[src/rtl/clk_period_monitor.sv]
// Measures the rising-edge period of a slow or derived signal in clk cycles,
// declares lock after a run of in-tolerance periods, and flags lost lock.
module clk_period_monitor #(
  parameter int SYNC_STAGES = 2,
  parameter int EXP_PERIOD  = 12,
  parameter int TOL         = 1,
  parameter int LOCK_COUNT  = 4,
  parameter int TIMEOUT     = 64,
  parameter int CW          = 8
) (
  input  logic          clk,
  input  logic          reset,
  input  logic          mon_in,
  input  logic          enable,
  input  logic          clear_fault,
  output logic          locked,
  output logic          fault,
  output logic [CW-1:0] period,
  output logic          period_valid,
  output logic [7:0]    fault_count
);

  localparam int GW = $clog2(LOCK_COUNT + 1);
  localparam logic [CW-1:0] TMO = CW'(TIMEOUT);
  localparam logic [GW-1:0] LCK = GW'(LOCK_COUNT);
  localparam int LO = EXP_PERIOD - TOL;
  localparam int HI = EXP_PERIOD + TOL;

  typedef enum logic [1:0] {
    IDLE,
    ARM,
    TRACK,
    LOCKED
  } state_t;

  state_t state_q, state_d;
  logic [SYNC_STAGES-1:0] sync_q, sync_d;
  logic prev_q, prev_d;
  logic [CW-1:0] cnt_q, cnt_d;
  logic [GW-1:0] good_q, good_d;
  logic [GW-1:0] good_inc;
  logic locked_q, locked_d;
  logic fault_q, fault_d;
  logic [CW-1:0] period_q, period_d;
  logic pv_q, pv_d;
  logic [7:0] fcnt_q, fcnt_d;
  logic rise, tmo, good, fevt;

  assign rise = sync_q[SYNC_STAGES-1] & ~prev_q;
  assign tmo = (cnt_q == TMO) & ~rise;
  assign good = (int'(cnt_q) >= LO) && (int'(cnt_q) <= HI);
  assign good_inc = good_q + 1'b1;

  always_comb begin
    sync_d = {sync_q[SYNC_STAGES-2:0], mon_in};
    prev_d = sync_q[SYNC_STAGES-1];
  end

  always_comb begin
    cnt_d = cnt_q;
    if (!enable || state_q == IDLE) begin
      cnt_d = '0;
    end else if (rise) begin
      cnt_d = CW'(1);
    end else if (cnt_q != TMO) begin
      cnt_d = cnt_q + 1'b1;
    end
  end

  always_comb begin
    state_d = state_q;
    good_d = good_q;
    locked_d = locked_q;
    period_d = period_q;
    pv_d = 1'b0;
    fevt = 1'b0;
    if (!enable) begin
      state_d = IDLE;
      good_d = '0;
      locked_d = 1'b0;
    end else begin
      unique case (state_q)
        IDLE: state_d = ARM;
        ARM: begin
          if (rise) begin
            state_d = TRACK;
            good_d = '0;
          end
        end
        TRACK: begin
          if (rise) begin
            period_d = cnt_q;
            pv_d = 1'b1;
            if (good) begin
              good_d = good_inc;
              if (good_inc == LCK) begin
                state_d = LOCKED;
                locked_d = 1'b1;
              end
            end else begin
              good_d = '0;
            end
          end else if (tmo) begin
            state_d = ARM;
            good_d = '0;
          end
        end
        LOCKED: begin
          if (rise) begin
            period_d = cnt_q;
            pv_d = 1'b1;
            if (!good) begin
              state_d = TRACK;
              good_d = '0;
              locked_d = 1'b0;
              fevt = 1'b1;
            end
          end else if (tmo) begin
            state_d = ARM;
            good_d = '0;
            locked_d = 1'b0;
            fevt = 1'b1;
          end
        end
        default: state_d = IDLE;
      endcase
    end
  end

  // A new fault event beats a simultaneous clear.
  always_comb begin
    fault_d = (fault_q & ~clear_fault) | fevt;
    fcnt_d = fcnt_q;
    if (fevt && fcnt_q != 8'hFF) begin
      fcnt_d = fcnt_q + 8'd1;
    end
  end

  always_ff @(posedge clk or posedge reset) begin
    if (reset) begin
      state_q <= IDLE;
      sync_q <= '0;
      prev_q <= 1'b0;
      cnt_q <= '0;
      good_q <= '0;
      locked_q <= 1'b0;
      fault_q <= 1'b0;
      period_q <= '0;
      pv_q <= 1'b0;
      fcnt_q <= '0;
    end else begin
      state_q <= state_d;
      sync_q <= sync_d;
      prev_q <= prev_d;
      cnt_q <= cnt_d;
      good_q <= good_d;
      locked_q <= locked_d;
      fault_q <= fault_d;
      period_q <= period_d;
      pv_q <= pv_d;
      fcnt_q <= fcnt_d;
    end
  end

  assign locked = locked_q;
  assign fault = fault_q;
  assign period = period_q;
  assign period_valid = pv_q;
  assign fault_count = fcnt_q;

endmodule

[config.mk]
export PLATFORM = sky130hd
export DESIGN_NAME = clk_period_monitor
export DESIGN_NICKNAME = d
export VERILOG_FILES = /design/src/rtl/clk_period_monitor.sv
export SDC_FILE = /design/constraint.sdc
export NUM_CORES = 1
export LEC_CHECK = 0
export ABC_AREA = 1
export ABC_CLOCK_PERIOD_IN_PS = 2700
export CORE_MARGIN = 2
export CORE_UTILIZATION = 50
export DETAILED_ROUTE_END_ITERATION = 8
export PLACE_DENSITY = 0.73
export SLEW_MARGIN = 20
export SYNTH_ARGS = -nofsm -noshare
export SYNTH_HDL_FRONTEND = slang
export SYNTH_SLANG_ARGS = --single-unit
[constraint.sdc]
create_clock -name clk -period 2.7 [get_ports clk]
set_input_delay 0.675 -clock clk [delete_from_list [all_inputs] [get_ports clk]]
set_output_delay 0.675 -clock clk [all_outputs]
set_load 0.05 [all_outputs]
==> summary.md, run 1 <==
| Metric | Value |
|---|---|
| Vias in the first global route | 1415 |
| Final clock skew | 0.007449 ns |
| Syn-to-layout area delta | 22.07% |
| Async S/R FF share, synth | 100.0% |
| H-tree depth | 2 |
| YS warnings | 0 |
| Syn Nets | between 200 and 250 |
| Net Switching | 0.4421 mW |
| CP Capture Type | output pin |
| Post-Place Cell Area | 2130 µm² |
| Share of layout cells above drive strength 1 | 9.690% |
| Crit-path leading delay family | buffers and inverters |
| Clock power frac | 33.6% |
| Root Buffer | clkbuf_8 |
| Status | finished, final reports clean |
| Setup Fix Bufs, Post-CTS | 0 |
| Yosys cell types | 27 |
| Post_cts resized | 0 |
| Hold slack final | 0.3571 ns |
| Req. time, crit path | approximately 2 ns |
| Final setup vio count | 0 |
| Worst min path class | register to register |
| Unrepaired setup endpoints after global routing | no |
| Shortest period the worst path allows | 2.246 ns |
| P_int | 0.9452 mW |
| Cell with the most instances after synthesis | nand2_1 |
| Starting DRC count in detailed routing | 66 |
| Max Freq | ~450 MHz |
| Tcrit/Tclk final | 83.20% |
| Mapped Area | 1837 µm² |
| Worst endpoint data arrival time | 1.57 ns |
| CP max stage cell | clkdlybuf4s50_1 |
| Seq pwr share | 43.5% |
| Top cells by count, synth | nand2_1 (71), dfrtp_1 (35), inv_1 (21), nand3_1 (21), nor2_1 (18) |
| Slew Limit Headroom | 66.99% |
| Post-synth EDFFs | 0 |
| Routed WL | 3.352 mm |
| Post-DRT Antenna Nets | 0 |
| Global Route Usage Sum | 19.25% |
| I/O pin cnt | 24 |
| Flops & latches, synth | 35 |
| Critical Path Start Type | register |
| Sequential element share of the synthesized area | 47.68% |
| CTS tree | done |
| Final setup margin | 0.4537 ns |
| Antenna violations before repair | 0 |
| Max cap viols | 0 |
| Antenna diodes | 0 |
| Final instance area | 2242 µm² |
| Synth top area share | 47.68% |
| Vias | 1497 |
| Die width | about 65 µm |
| Final Max Slew Viols | 0 |
| Core Area | 3606 µm² |
| VDD IR max | 0.0003298 V |
| CTS Buf Count | 5 |
| Biggest area consumer among synthesized cells | dfrtp_1 |
| Final Hold Vio Count | 0 |
| Synth top area cells | dfrtp_1 (48%), nand2_1 (15%), nand3_1 (5.7%) |
| CTS Hold Bufs | 0 |
| Pre-CTS setup slack | approximately 0.34 ns |
| Routability cong. | 0.9337 |
| Switch share | 31.87% |
| Worst Max-Slew Pin Slew | 0.4936 ns |
| Clock Sink Count | 35 |
| Routed WL per cell | 10.95 µm |
| DRC Markers | 0 |
| Top FF cell, synth | dfrtp_1 |
| WP buf/inv | 1 |
| Slowest stage delay, CP | 0.84 ns |
| Leak | 1.089 nW |
| Clock transition at path regs | 0.07 ns |
| Final net count | 269 |
| Syn avg cell area | 8.091 µm² |
| Initial Util | 50.94% |
| Skew-Pair Late Insertion Delay | around 0.29 ns |
| Power per cell area | between 600 and 700 nW/µm² |
| Comb pwr share | between 20% and 30% |
| Post-Synthesis Cells | 227 |
| CP Class | register to output pin |
| Row count | 22 |
| Sum of negative setup slack | 0 ns |
| Input/output buffers | 23 |
| Clk buf depth | 2 |
| Largest net degree at the start of global routing | 36 |
| Max Fanout on Critical Path | 5 |
| Final global-route overflow total | 0 |
| Die Y | 64.61 µm |
| Fillers | around 320 |
| DRT Pass-1 Iters | 4 |
| Drt via density | 4.892 |
| First-pass GRT wire length | ~6.1 mm |
| DP HPWL | roughly 2.5 mm |
| Critical-path cell list | clkdlybuf4s50_1 |
| Die area | roughly 4200 µm² |
==> per-layer routing <==
metal	vias up	wire length (µm)	global-route usage, %
li1	786	-	-
met1	681	1576	23.19
met2	24	1560	30.99
met3	6	127	5.382
met4	0	87	10.90
met5	-	0	0
==> state kept, by name, summed over array words and instances (netlist names) <==
name          flops
fault_count       8
cnt_q             8
prev_q            1
locked            1
state_q           2
period_valid      1
fault             1
good_q            3
sync_q            2
period            8
==> cell type report <==
class | instances | area [µm²] | area share, %
Clock inverter | 3 | 43.79 | 1.953
Multi-Input combinational cell | 166 | 862.1 | 38.45
Inverter | 25 | 93.84 | 4.185
Timing Repair Buffer | 24 | 237.7 | 10.60
Clock buffer | 5 | 68.82 | 3.069
Sequential cell | 35 | 875.8 | 39.06
Tap cell | 48 | 60.06 | 2.679
==> final timing paths <==
kind | start | to | slack, ns | cells after the start
worst max register to register | cnt_q[0] | fault_count[0] | 0.97 | 9
min in group asynchronous | reset | period_valid | 0.77 | 3
max in group asynchronous | reset | good_q[0] | 1.62 | 3
worst min-delay path | sync_q[0] | sync_q[1] | 0.36 | 0
worst min register to register | sync_q[0] | sync_q[1] | 0.36 | 0
worst max-delay path | fault_count[5] | fault_count[5] | 0.45 | 1
==> cell usage in the layout, fill, tap and decap left out, types with 2 or more instances in the layout <==
cell type / instances
nand2_1: 71
dfrtp_1: 35
clkdlybuf4s50_1: 23
inv_1: 21
nand3_1: 21
nor2_1: 18
nor2_2: 7
ha_1: 7
nand4_1: 5
o21ai_1: 5
o21ai_0: 5
xor2_1: 5
clkbuf_8: 5
nand2_2: 3
xnor2_1: 3
nor3_1: 3
a21oi_1: 3
inv_2: 2
clkinv_1: 2
nand3b_1: 2
==> worst reg2reg max path, cell delays in order (launching register included) <==
cell     delay, ns
dfrtp_1       0.41
inv_1         0.15
ha_1          0.19
nand2_1       0.07
nor2_2        0.09
nand2_2       0.12
a21oi_4       0.34
nand2_4       0.13
nand2_1       0.09
nand2_1       0.05
==> per-stage QoR <==
| step | util (%) | std cells | power (mW) |
|---|---|---|---|
| 4_1_cts | 62.18 | 306 | 1.404 |
| 5_1_grt | 62.18 | 306 | 1.471 |
| 3_3_place_gp | 59.06 | 298 | 0.9275 |
| 3_5_place_dp | 59.06 | 298 | 0.9344 |
| 6_report | 62.18 | 306 | 1.387 |
| 2_1_floorplan | - | 227 | 0.8366 |
==> power by group through the flow <==
stage	Sequential, mW	Clock (mW)	Combinational, mW
floorplan	0.698	0	0.139
global placement	0.612	0	0.315
detailed placement	0.614	0	0.321
CTS	0.604	0.479	0.321
global route	0.612	0.503	0.357
finish	0.604	0.466	0.318
==> kinds of logic (layout without fill, tap and decap cells) <==
family	after synthesis	in the layout	synth area share, %
compound gates	16	16	5.245
xor+xnor	8	8	3.815
fa+ha+maj	7	7	4.768
buf+inv	26	57	5.382
flops	35	35	47.68
simple gates	135	135	33.11
(Power assumes the default switching activity.)
==> inputs of run 2 (changes only) <==
Settings changed: ABC_CLOCK_PERIOD_IN_PS 2700 to 2100.
Clock period 2.7 ns to 2.1 ns, I/O delays scaled along.
==> run 2 against run 1 <==
Against the previous run: via count grew 2.3%; design area fell by 0.33%; clock power up 6.7%; non-clock buffer count up 4; hold slack got worse by 0.0062 ns; global-route usage grew 0.55 points; clock skew fell by 0.0041 ns; critical endpoint is now fault_count[1].
==> summary.md, run 2 (synthesized netlist as in run 1, its figures left out) <==
| Metric | Value |
|---|---|
| Global Route Usage Sum | 19.79% (was 19.25%) |
| Root Buffer | clkbuf_8 (unchanged) |
| FF-to-FF path depth | 9 (unchanged) |
| First-pass GRT wire length | 6.244 mm (was 6.065 mm) |
| Worst Max-Slew Pin Slew | 0.4970 ns (was 0.4936 ns) |
| Area of the multi-input gates | 862.1 µm² (unchanged) |
| Shortest period the worst path allows | 2.014 ns |
| Crit-path leading delay family | buffers and inverters (unchanged) |
| Skew-Pair Late Insertion Delay | 0.29 ns (about the same) |
| Unrepaired setup endpoints after global routing | no (unchanged) |
| Clock Sink Count | 35 (unchanged) |
| H-tree depth | 2 (unchanged) |
| Power per cell area | 756.5 nW/µm² (was 618.8 nW/µm²) |
| Critical Path Start Type | register (unchanged) |
| Final clock skew | 0.003306 ns (was 0.007449 ns) |
| Drt via density | 4.958 (was 4.892) |
| Vias | 1532 (was 1497) |
| FF-to-FF setup slack | 0.40 ns (was 0.97 ns) |
| Util after Layout | 61.97% (was 62.18%) |
| Largest net degree at the start of global routing | 36 (unchanged) |
| Max Fanout on Critical Path | 4 (was 5) |
| Setup Fix Bufs, Post-CTS | 0 (unchanged) |
| Worst min path class | register to register (unchanged) |
| Sum of negative setup slack | 0 ns (unchanged) |
| Final setup vio count | 0 (unchanged) |
| Routed WL | 3.559 mm (was 3.352 mm) |
| Final Hold Vio Count | 0 (unchanged) |
| Hold path depth | 0 (unchanged) |
| CTS Buf Count | 5 (unchanged) |
| Starting DRC count in detailed routing | 71 (was 66) |
| Routability cong. | 0.8876 (was 0.9337) |
| Core Area | 3606 µm² (unchanged) |
| CP Capture Type | output pin (unchanged) |
| CP max stage cell | clkdlybuf4s50_1 (unchanged) |
| Slowest stage delay, CP | 0.81 ns (was 0.84 ns) |
| Crit path launch | fault_count[1] (was fault_count[5]) |
| Final Max Slew Viols | 0 (unchanged) |
| Fillers | 320 (was 324) |
| Status | finished, final reports clean (unchanged) |
| Critical-path cell list | clkdlybuf4s50_1 (unchanged) |
| Leak | 1.123 nW (was 1.089 nW) |
| Critical Path End | fault_count[1] (was fault_count[5]) |
| Reg2reg start | cnt_q[0] (unchanged) |
| WP buf/inv | 1 (unchanged) |
| Worst flop-to-flop path endpoint | fault_count[0] (unchanged) |
| DRC Markers | 0 (unchanged) |
| Die area | 4174 µm² (unchanged) |
| Tcrit/Tclk final | 95.93% |
| Design Power | 1.691 mW (was 1.387 mW) |
| Commonest non-fill, non-tap cell in the layout | nand2_1 (unchanged) |
| Vias in the first global route | 1447 (was 1415) |
| Share of layout cells above drive strength 1 | 13.03% (was 9.690%) |
| Routed WL per cell | 11.52 µm (was 10.95 µm) |
| Max Freq | between 400 and 500 MHz |
| Clock transition at path regs | 0.07 ns (about the same) |
| Final global-route overflow total | 0 (unchanged) |
| VDD IR max | 0.0004123 V (was 0.0003298 V) |
| Antenna diodes | 0 (unchanged) |
| I/O pin cnt | 24 (unchanged) |
| DRT Pass-1 Iters | 4 (unchanged) |
| Input/output buffers | 23 (unchanged) |
| Syn-to-layout area delta | 21.66% (was 22.07%) |
| FF+latch area | 875.8 µm² (unchanged) |
| Post-DRT Antenna Nets | 0 (unchanged) |
| Final net count | 273 (was 269) |
| CTS tree | done (unchanged) |
| Worst endpoint data arrival time | 1.49 ns (was 1.57 ns) |
| Max cap viols | 0 (unchanged) |
| CP Class | register to output pin (unchanged) |
| Antenna violations before repair | 0 (unchanged) |
| Critical path depth | 1 (unchanged) |
| DP HPWL | 2.613 mm (was 2.485 mm) |
| Row count | 22 (unchanged) |
| Req. time, crit path | 1.57 ns (was 2.03 ns) |
| Placed cells | 302 (was 298) |
| Slew Limit Headroom | 66.81% (was 66.99%) |
| Commonest non-fill, non-tap cells in the layout | nand2_1 (71), dfrtp_1 (35), inv_1 (21), nand3_1 (21), nor2_1 (18) (was nand2_1 (71), dfrtp_1 (35), clkdlybuf4s50_1 (23)) |
| Clk buf depth | 2 (unchanged) |
| Initial Util | 50.94% (unchanged) |
| Post-route insts no fill | 309 (was 306) |
| Die width | 64.61 µm (unchanged) |
| Final setup margin | 0.08553 ns (was 0.4537 ns) |
| Pre-CTS setup slack | 0.1035 ns (was 0.3418 ns) |
| Die Y | 64.61 µm (unchanged) |
-- run 2: cell types whose count changed in the layout (fill, tap and decap cells not counted), sizes merged --
| cell | change |
|---|---|
| bufinv | -1 |
| buf | +10 |
| clkdlybuf4s50 | -7 |
| dlymetal6s2s | +1 |
| clkbuf | +1 |
| clkinv | -1 |
-- run 2: repair_timing --
item / CTS / global route
setup endpoints to repair: 0 / 1
gates resized for setup: 0 / 1
hold buffers: 0 / 0
-- run 2: report_power, final --
part | internal (mW) | switching [mW]
combinational | 0.143 | 0.273
clock | 0.257 | 0.240
sequential | 0.727 | 0.0507
total | 1.13 | 0.564
-- run 2: layout make-up --
type | count | area share [%]
multi-input combinational | 166 | 38.58
clock inverter | 1 | 0.2240
inverter | 25 | 4.199
timing repair buffer | 28 | 11.42
clock buffer | 6 | 3.695
tap | 48 | 2.688
sequential | 35 | 39.19
-- run 2: worst min-delay path by stage --
stage / startpoint / end / slack [ns]
6_report: sync_q[0] / sync_q[1] / 0.35
5_1_grt: sync_q[0] / sync_q[1] / 0.37
4_1_cts: sync_q[0] / sync_q[1] / 0.35
3_5_place_dp: sync_q[0] / sync_q[1] / 0.34
3_3_place_gp: sync_q[0] / sync_q[1] / 0.33
2_1_floorplan: sync_q[0] / sync_q[1] / 0.33
-- run 2: through the flow --
stage	instance area (µm²)	hold WS, ns
3_3_place_gp	2145	0.3326
2_1_floorplan	1837	0.3312
3_5_place_dp	2145	0.3373
4_1_cts	2232	0.3536
5_1_grt	2235	0.3715
6_report	2235	0.3509
-- run 2: routing by layer --
metal  GRT usage, %  share of wire (%)  vias to the layer above
li1               -                  -                      791
met1          23.25                 45                      705
met2          33.72                 49                       29
met3          5.729                3.9                        7
met4          8.511                1.9                        0
met5              0                  0                        -
==> inputs of run 3 (changes only) <==
Settings changed: ABC_CLOCK_PERIOD_IN_PS 2100 to 2600, SKIP_CTS_REPAIR_TIMING set to 1.
Clock period 2.1 ns to 2.6 ns, I/O delays scaled along.
==> results of run 3 <==
Same layout as run 1 (identical final DEF). Status: finished, final reports clean.
Main changes from that run: setup slack after placement 0.3418 ns -> 0.2668 ns; setup slack after layout 0.4537 ns -> 0.3787 ns; register-to-register setup slack 0.97 ns -> 0.87 ns; total power 1.387 mW -> 1.441 mW; worst IR drop on VDD 0.0003298 V -> 0.0003425 V
